## src/rtl/pe_dbuf.sv

```systemverilog
// Weight-stationary systolic MAC cell with a double-buffered weight (shadow/active).
// Shadow weights daisy-chain through the array while the active weight keeps computing.
module pe_dbuf #(
    parameter int ACT_W    = 8,
    parameter int WT_W     = 8,
    parameter int PSUM_W   = 16,
    parameter bit SATURATE = 1'b0
) (
    input  logic                     clk,
    input  logic                     reset,
    input  logic signed [ACT_W-1:0]  in_act,
    input  logic                     in_act_valid,
    input  logic signed [PSUM_W-1:0] in_psum,
    output logic signed [ACT_W-1:0]  out_act,
    output logic                     out_act_valid,
    output logic signed [PSUM_W-1:0] out_psum,
    output logic                     out_psum_valid,
    input  logic signed [WT_W-1:0]   wt_in,
    input  logic                     wt_shift_en,
    output logic signed [WT_W-1:0]   wt_out,
    input  logic                     wt_swap_in,
    output logic                     wt_swap_out,
    output logic                     ovf,
    input  logic                     ovf_clr
);

    localparam int PROD_W = ACT_W + WT_W;

    localparam logic signed [PSUM_W-1:0] PSUM_MAX = {1'b0, {(PSUM_W-1){1'b1}}};
    localparam logic signed [PSUM_W-1:0] PSUM_MIN = {1'b1, {(PSUM_W-1){1'b0}}};

    generate
        if (PSUM_W < PROD_W) begin : g_bad_psum_w
            $error("pe_dbuf: PSUM_W must be at least ACT_W+WT_W");
        end
    endgenerate

    logic signed [WT_W-1:0]   shadow_reg;
    logic signed [WT_W-1:0]   active_reg;
    logic signed [ACT_W-1:0]  act_reg;
    logic                     act_valid_reg;
    logic signed [PSUM_W-1:0] psum_reg;
    logic                     psum_valid_reg;
    logic                     swap_reg;
    logic                     ovf_reg;

    logic signed [PROD_W-1:0] product;
    logic signed [PSUM_W:0]   prod_ext;
    logic signed [PSUM_W:0]   psum_ext;
    logic signed [PSUM_W:0]   sum_wide;
    logic                     sum_ovf;
    logic signed [PSUM_W-1:0] mac_result;
    logic signed [PSUM_W-1:0] psum_next;

    // Full-precision product, then one guard bit above PSUM_W for overflow detection.
    assign product  = in_act * active_reg;
    assign prod_ext = {{(PSUM_W+1-PROD_W){product[PROD_W-1]}}, product};
    assign psum_ext = {in_psum[PSUM_W-1], in_psum};
    assign sum_wide = psum_ext + prod_ext;
    assign sum_ovf  = sum_wide[PSUM_W] ^ sum_wide[PSUM_W-1];

    generate
        if (SATURATE) begin : g_sat
            always_comb begin
                mac_result = sum_wide[PSUM_W-1:0];
                if (sum_ovf) begin
                    mac_result = sum_wide[PSUM_W] ? PSUM_MIN : PSUM_MAX;
                end
            end
        end else begin : g_wrap
            assign mac_result = sum_wide[PSUM_W-1:0];
        end
    endgenerate

    assign psum_next = in_act_valid ? mac_result : in_psum;

    // Weight double buffer: swap reads the pre-edge shadow, so shift and swap compose.
    always_ff @(posedge clk or posedge reset) begin
        if (reset) begin
            shadow_reg <= '0;
            active_reg <= '0;
            swap_reg   <= 1'b0;
        end else begin
            if (wt_shift_en) begin
                shadow_reg <= wt_in;
            end
            if (wt_swap_in) begin
                active_reg <= shadow_reg;
            end
            swap_reg <= wt_swap_in;
        end
    end

    always_ff @(posedge clk or posedge reset) begin
        if (reset) begin
            act_reg        <= '0;
            act_valid_reg  <= 1'b0;
            psum_reg       <= '0;
            psum_valid_reg <= 1'b0;
        end else begin
            act_reg        <= in_act_valid ? in_act : '0;
            act_valid_reg  <= in_act_valid;
            psum_reg       <= psum_next;
            psum_valid_reg <= in_act_valid;
        end
    end

    // Sticky overflow; a fresh overflow beats a simultaneous clear.
    always_ff @(posedge clk or posedge reset) begin
        if (reset) begin
            ovf_reg <= 1'b0;
        end else if (in_act_valid && sum_ovf) begin
            ovf_reg <= 1'b1;
        end else if (ovf_clr) begin
            ovf_reg <= 1'b0;
        end
    end

    assign out_act        = act_reg;
    assign out_act_valid  = act_valid_reg;
    assign out_psum       = psum_reg;
    assign out_psum_valid = psum_valid_reg;
    assign wt_out         = shadow_reg;
    assign wt_swap_out    = swap_reg;
    assign ovf            = ovf_reg;

endmodule
```

## config.mk

```make
export PLATFORM = sky130hd
export DESIGN_NAME = pe_dbuf
export DESIGN_NICKNAME = d
export VERILOG_FILES = /design/src/rtl/pe_dbuf.sv
export SDC_FILE = /design/constraint.sdc
export NUM_CORES = 1
export LEC_CHECK = 0
export CAP_MARGIN = 20
export CORE_MARGIN = 4
export CORE_UTILIZATION = 45
export DETAILED_ROUTE_END_ITERATION = 8
export PLACE_DENSITY = 0.66
export SLEW_MARGIN = 20
export SYNTH_ARGS = -nofsm -noshare
export SYNTH_HDL_FRONTEND = slang
export SYNTH_SLANG_ARGS = --single-unit
export TNS_END_PERCENT = 50
```

## constraint.sdc

```tcl
create_clock -name clk -period 9.6 [get_ports clk]
set_input_delay 1.92 -clock clk [delete_from_list [all_inputs] [get_ports clk]]
set_output_delay 1.92 -clock clk [all_outputs]
set_load 0.02 [all_outputs]
```

Word-level counts from Yosys, hierarchy flattened
Cells that the tools add are included.
{ "classes": {"mul": 1, "reduce_logical": 2, "n_bitwise": 1, "addsub": 1, "mux": 4} }
{ "op_table": {"columns": ["op", "n"], "rows": [
  ["$add 16x16->17", 1],
  ["$mul 8x8->16", 1],
  ["$mux 16", 1],
  ["$mux 8", 1],
  ["$mux 1", 2],
  ["$reduce_bool 2->1", 1],
  ["$logic_and 1x1->1", 1],
  ["$xor 1x1->1", 1]
]} }
{ "totals": {"reg_bits": 43, "in_bits": 38, "wordCells": 16} }

Depth between registers and ports, before layout
Gate-level depths: netlist (run 1).
{ "logic_depth": {"word_depth": 5, "depth_mapped": 18, "depth_no_buf": 17} }

Least setup slack after synthesis (run 1)
Ideal clock, no wire load.
{ "synth_path": {"path_type": "input -> register", "startpoint": "in in_act[7]", "endpoint": "reg ovf_reg, in the netlist ovf", "path_slack_ps": 3080, "path_buffers": 0, "setup_ps": 104, "arrival_time_ps": 6416, "cell_stages": 15, "path_cell_list": "and2_1 -> inv_1 -> fa_1 -> inv_1 -> fa_1 -> fa_1 -> fa_1 -> fa_1 -> ha_1 -> o21ai_1 -> o211a_1 -> nor3_2 -> nor3_1 -> or3b_1 -> o311ai_1"} }
{ "synth_via": {"elab_chain_cells": 5, "elab_cells_between_ends": 6, "classes_between": "add/sub: 1; mul: 1; mux: 1; bitwise: 1; reduce/logical: 2"} }
{ "synth_lines": {"columns": ["item", "line", "source"], "rows": [
  ["from (decl)", "11", "input logic signed [ACT_W-1:0] in_act,"],
  ["$mul 8x8->16 (*)", "56", "assign product = in_act * active_reg;"],
  ["$add 16x16->17 (*)", "59", "assign sum_wide = psum_ext + prod_ext;"],
  ["$xor 1x1->1 (*)", "60", "assign sum_ovf = sum_wide[PSUM_W] ^ sum_wide[PSUM_W-1];"],
  ["$logic_and 1x1->1 (*)", "112", "end else if (in_act_valid && sum_ovf) begin"],
  ["$mux 1 or $reduce_bool 2->1 (tied branches)", null, null],
  ["to (signal assigned)", "111", "ovf_reg <= 1'b0;"],
  ["to (signal assigned)", "113", "ovf_reg <= 1'b1;"],
  ["to (signal assigned)", "115", "ovf_reg <= 1'b0;"],
  ["to (decl)", "45", "logic ovf_reg;"]
]} }
Every way passes the cells marked *; elsewhere a longest branch is shown, timed or not.
A chain may end at the register's enable or synchronous reset.

Final worst setup path (run 1)
Same ends and word-level chain as after synthesis.

==> impl_metrics.tcl, run 1 <==
set metrics [dict create \
    finalHoldViolCount 0 \
    r2r_start "active_reg[0]" \
    cts_buffer_depth 2 \
    synthToLayoutAreaGrowth_pct 20.9 \
    syn-num-nets 581 \
    grt-ovfl-total 0 \
    cts_max_level 2 \
    clkTransAtPathRegs_ps 90 \
    synth_top_cell_by_area "fa_1" \
    startpoint_type "primary input" \
    worst_pin_slew_ps 911 \
    cap_viol_max_count 0 \
    rows 36 \
    rsz0062_at_grt "no" \
    grt_max_degree 44 \
    track_usage 0.180 \
    synth_cells 428 \
    post_cts_resized 0 \
    ys.warnings.count 0 \
    status "finished clean" \
    synth_adder_area_share 0.434 \
    ys_seq_area_frac 0.233 \
    path_class "in -> reg" \
    yosys.area_share.simple 0.106 \
    die_area_sq_mm 0.0120 \
    worstReg2RegEnd "ovf" \
    synth_common_cells "inv_1 (88), fa_1 (76), dfrtp_1 (43), and2_1 (40), ha_1 (39)" \
    syn_area_sq_mm 0.00463 \
    cp-end-kind "flop" \
    cp.arrival_ps 7400 \
    finalWeightedCongestion 0.814 \
    via_per_inst 4.87 \
    cts.sinks 43 \
    yosysTopAreaCellShare 0.329 \
    fp.coreArea_sq_mm 0.00991 \
    crit_path_frequent_cell "fa_1" \
    slew_viol_final 0 \
    synthTopCellsByArea "fa_1 (33%), dfrtp_1 (23%), ha_1 (11%)" \
    drtPass1Iterations 4 \
    async_flop_share 1.00 \
    ant_nets 0 \
    largest_reg_flops 16 \
    cp-endpoint "ovf" \
    relSlewSlack 0.392 \
    grt_pass1_wl_um 16500 \
    num_vias 3085 \
    clock.fmax_mhz 139 \
    syn_avg_cell_area_sq_um 10.8 \
    muxShareOfSynthArea 0.0584 \
    hp-class "reg -> reg" \
    drc 0 \
    tns_ps 0 \
    startpoint "in_act[7]" \
    skew_ps 8.51 \
    hpwlAfterDp_um 7630 \
    critical-path-top-delay-family "adder cells" \
    synth_seq_cells 43 \
    min_period_ps 7200 \
    ff2ff_setup_slack_ps 4030 \
    initial_core_util 0.467 \
    cts_root_buffer "clkbuf_8" \
    first_iter_violations 73 \
    synth.distinct_cells 36 \
    synth_edf_count 0 \
    crit_cells 16 \
    worst-path-buf-inv 3 \
    yosysMostFrequentCell "inv_1" \
    cts_tree "yes" \
    n_antenna_cell 0 \
    port-buffer-count 73 \
    antenna_found_initial 0 \
    cpMaxStageDelayCell "clkdlybuf4s50_1" \
    layout-drive-gt1-share 0.0758 \
    numCtsBuffers 5 \
    path_cells "clkdlybuf4s50_1, and2_1, inv_1, fa_1, inv_1, fa_1, fa_1, fa_1, fa_1, ha_1, o21ai_1, o211a_1, nor3_2, nor3_1, or3b_1, o311ai_1" \
    setup_violations 0 \
    max_stage_delay_ps 640 \
    period_share 0.750 \
    grt_pass1_vias 3495 \
    die_h_um 109 \
    clk_latency_ps 310 \
    nets 653 \
    final_area_sq_mm 0.00560 \
    critPathMaxFanout 9 \
    wire_per_inst_um 14.6 \
    cp.required_ps 9810 \
    fp.dieW_um 109 \
    synth_top_family_by_area "adder cells" \
    synth_compound_area_frac 0.0598 \
    wirelength_um 9270 \
    hold_buffers 0 \
    rr_worst_depth 15 \
    synthXorXnorAreaFrac 0.0265 \
    place_area_sq_mm 0.00548 \
    pin_count 74 \
    postCtsSetupBuffers 0 \
    synthFlopType "dfrtp_1" \
    final_core_util 0.565 \
]
worst min path at each step:
stage | from | end | slack (ps) | cells after the start
2_1_floorplan | active_reg[5] | active_reg[5] | 580 | 1
3_3_place_gp | ovf | ovf | 500 | 2
6_report | wt_out[3] | wt_out[3] | 540 | 1
5_1_grt | wt_out[3] | active_reg[3] | 570 | 1
3_5_place_dp | wt_out[0] | active_reg[0] | 520 | 1
4_1_cts | wt_out[0] | active_reg[0] | 550 | 1
stage by stage:
| stage | setup WS (ps) | hold WS, ps | cells |
|---|---|---|---|
| 6_report | 2400 | 545 | 634 |
| 5_1_grt | 2010 | 571 | 634 |
| 4_1_cts | 2370 | 545 | 634 |
| 3_5_place_dp | 2010 | 523 | 626 |
| 3_3_place_gp | 2210 | 501 | 626 |
| 2_1_floorplan | 3080 | 575 | 428 |
worst reg2reg max path, cell delays in order, from the launching register on:
cell	delay, ps
dfrtp_1	600
and2_1	560
inv_1	120
fa_1	500
inv_1	50
fa_1	480
fa_1	560
fa_1	430
fa_1	470
ha_1	340
o21ai_1	120
o211a_1	250
nor3_2	210
nor3_1	80
or3b_1	380
o311ai_1	300
logic make-up after synthesis:
family                     count (synthesis)
adders and majority gates                115
DFF                                       43
muxes                                     24
and+or+nand+nor                           93
xor gates and xnor gates                  14
buffers and inverters                     97
AOI/OAI and AO/OA                         42
cell usage in the layout (no fill, tap or decap), types with 4 or more instances in the layout:
cell type        netlist  final
nand2_1               33     33
nor2_1                 6      6
fa_1                  76     76
o21bai_1               4      4
clkdlybuf4s50_1        0     73
dfrtp_1               43     43
ha_1                  39     39
and2_1                40     40
a21oi_1               10     10
o21ai_0               10     10
nor2b_1                6      6
inv_1                 88     87
mux2_2                24     24
xnor2_1               12     12
clkbuf_8               0      5
cell type report:
cell class / instances / area, sq um
fill: 891 / 4310
multi-input combinational: 288 / 3170
timing repair buffer: 74 / 738
clock inverter: 3 / 47.5
sequential: 43 / 1080
clock buffer: 5 / 68.8
tap: 133 / 166
inverter: 88 / 330
metal layers:
| metal | GRT usage | up-vias | wire length (um) |
|---|---|---|---|
| met3 | 0.0276 | 10 | 390 |
| li1 | - | 1463 | - |
| met1 | 0.233 | 1556 | 3880 |
| met5 | 0 | - | 0 |
| met2 | 0.317 | 56 | 4880 |
| met4 | 0.0445 | 0 | 114 |
Power of run 1 is left out: the tool's default activity adds up to more than one toggle a clock period on the data nets, which glitch-free logic cannot reach.
==> run 2, diff against run 1 <==
--- a/config.mk
+++ b/config.mk
@@ -9,7 +9,7 @@
 export CORE_MARGIN = 4
 export CORE_UTILIZATION = 45
 export DETAILED_ROUTE_END_ITERATION = 8
-export PLACE_DENSITY = 0.66
+export PLACE_DENSITY = 0.69
 export SLEW_MARGIN = 20
 export SYNTH_ARGS = -nofsm -noshare
 export SYNTH_HDL_FRONTEND = slang
==> constraint.sdc (replaced) <==
create_clock -name clk -period 5.9 [get_ports clk]
set_input_delay 1.18 -clock clk [delete_from_list [all_inputs] [get_ports clk]]
set_output_delay 1.18 -clock clk [all_outputs]
set_load 0.02 [all_outputs]
==> impl_metrics.tcl, run 2 (synthesized netlist as in run 1, its figures left out) <==
set metrics [dict create \
    wirelength_um 10100 \
    fp.coreArea_sq_mm 0.00991 \
    track_usage 0.184 \
    hp-class "reg -> reg" \
    clkTransAtPathRegs_ps 100 \
    rows 36 \
    critPathMaxFanout 7 \
    path_class "in -> reg" \
    nets 698 \
    ant_nets 0 \
    port-buffer-count 73 \
    cap_viol_max_count 0 \
    critical-path-top-delay-family "adder cells" \
    final_common_cell "inv_1" \
    via_per_inst 4.93 \
    wire_per_inst_um 14.8 \
    n_antenna_cell 0 \
    multi_input_area_sq_mm 0.00322 \
    largest_reg_flops 16 \
    crit_path_frequent_cell "fa_1" \
    cts_max_level 2 \
    startpoint_type "primary input" \
    layout_common_cells "inv_1 (86), fa_1 (76), clkdlybuf4s50_1 (66)" \
    cp-end-kind "flop" \
    period_share 0.967 \
    pin_count 74 \
    setup_violations 0 \
    worst_pin_slew_ps 887 \
    cts.sinks 43 \
    place_area_sq_mm 0.00581 \
    die_area_sq_mm 0.0120 \
    hpwlAfterDp_um 8140 \
    cp.arrival_ps 5900 \
    grt_pass1_wl_um 17200 \
    min_period_ps 5710 \
    status "finished clean" \
    met1_usage 0.231 \
    grt-ovfl-total 0 \
    final_area_sq_mm 0.00599 \
    cts_tree "yes" \
    synthToLayoutAreaGrowth_pct 29.6 \
    cp.required_ps 6090 \
    clk_latency_ps 310 \
    finalWeightedCongestion 0.833 \
    max_stage_delay_ps 560 \
    fill_cells 869 \
    grt_pass1_vias 3704 \
    drtPass1Iterations 4 \
    grtUsageMet3 0.0223 \
    num_vias 3346 \
    numCtsBuffers 5 \
    skew_ps 4.65 \
    path_cells "dlygate4sd2_1, and2_1, buf_4, fa_1, fa_1, fa_1, fa_1, ha_1, ha_1, o21ai_0, buf_4, o211ai_1, buf_4, nand4_1, and3_4, o221ai_2, o311ai_2" \
    slew_viol_final 0 \
    cts_root_buffer "clkbuf_8" \
    finalHoldViolCount 0 \
    relSlewSlack 0.408 \
    seqCellArea_sq_mm 0.00108 \
    busiest_layer "met2" \
    clock.fmax_mhz 175 \
    die_h_um 109 \
    cts_buffer_depth 2 \
    cpMaxStageDelayCell "fa_1" \
    first_iter_violations 108 \
    grtUsageMet2 0.336 \
    drc 0 \
    initial_core_util 0.467 \
    layout-drive-gt1-share 0.167 \
    grt_max_degree 44 \
    antenna_found_initial 0 \
    fp.dieW_um 109 \
    worst-path-buf-inv 4 \
    hold_buffers 0 \
]
## run 2: per-stage QoR
stage          instances   util  hold WS [ps]  setup TNS (ps)  setup slack [ps]
5_1_grt              679  0.605           556           -46.6             -46.6
2_1_floorplan        428      -           575               0               120
4_1_cts              678  0.598           541               0             0.940
3_3_place_gp         670  0.586           504            -949              -291
3_5_place_dp         670  0.586           516           -1570              -435
6_report             679  0.605           539               0               194
## run 2: area by class of cell
type                    count  share of cell area
flip-flops and latches     43               0.180
inverters                  88              0.0551
repair buffers            119               0.181
clock inverters             3             0.00772
multi-input cells         288               0.537
clock buffers               5              0.0115
well taps                 133              0.0278
## run 2: final timing paths
kind | from | to | slack (ps) | cells after the start
hold reg to reg | ovf | ovf | 540 | 2
setup / recovery | in_act[7] | ovf | 190 | 17
max in group asynchronous | reset | out_act[5] | 3970 | 2
hold / removal | ovf | ovf | 540 | 2
setup reg to reg | active_reg[1] | ovf | 730 | 16
min in group asynchronous | reset | out_psum[5] | 1370 | 2
## run 2: routing by layer
layer | share of wire | wire [um]
met3 | 0.030 | 297
met2 | 0.53 | 5380
met5 | 0 | 0
met4 | 0.016 | 163
met1 | 0.42 | 4220
## run 2: tightest hold or removal path, stage by stage (launching register included)
cell and delay (ps):
dfrtp_1 360, nand2b_1 80, o311ai_2 70
## run 2: timing repair
item,4_1_cts,5_1_grt
setup endpoints to repair,2,4
pin swaps,0,8
setup buffers,0,1
resized for setup,2,14
cloned,0,0
Power of run 2 is left out for the same reason.
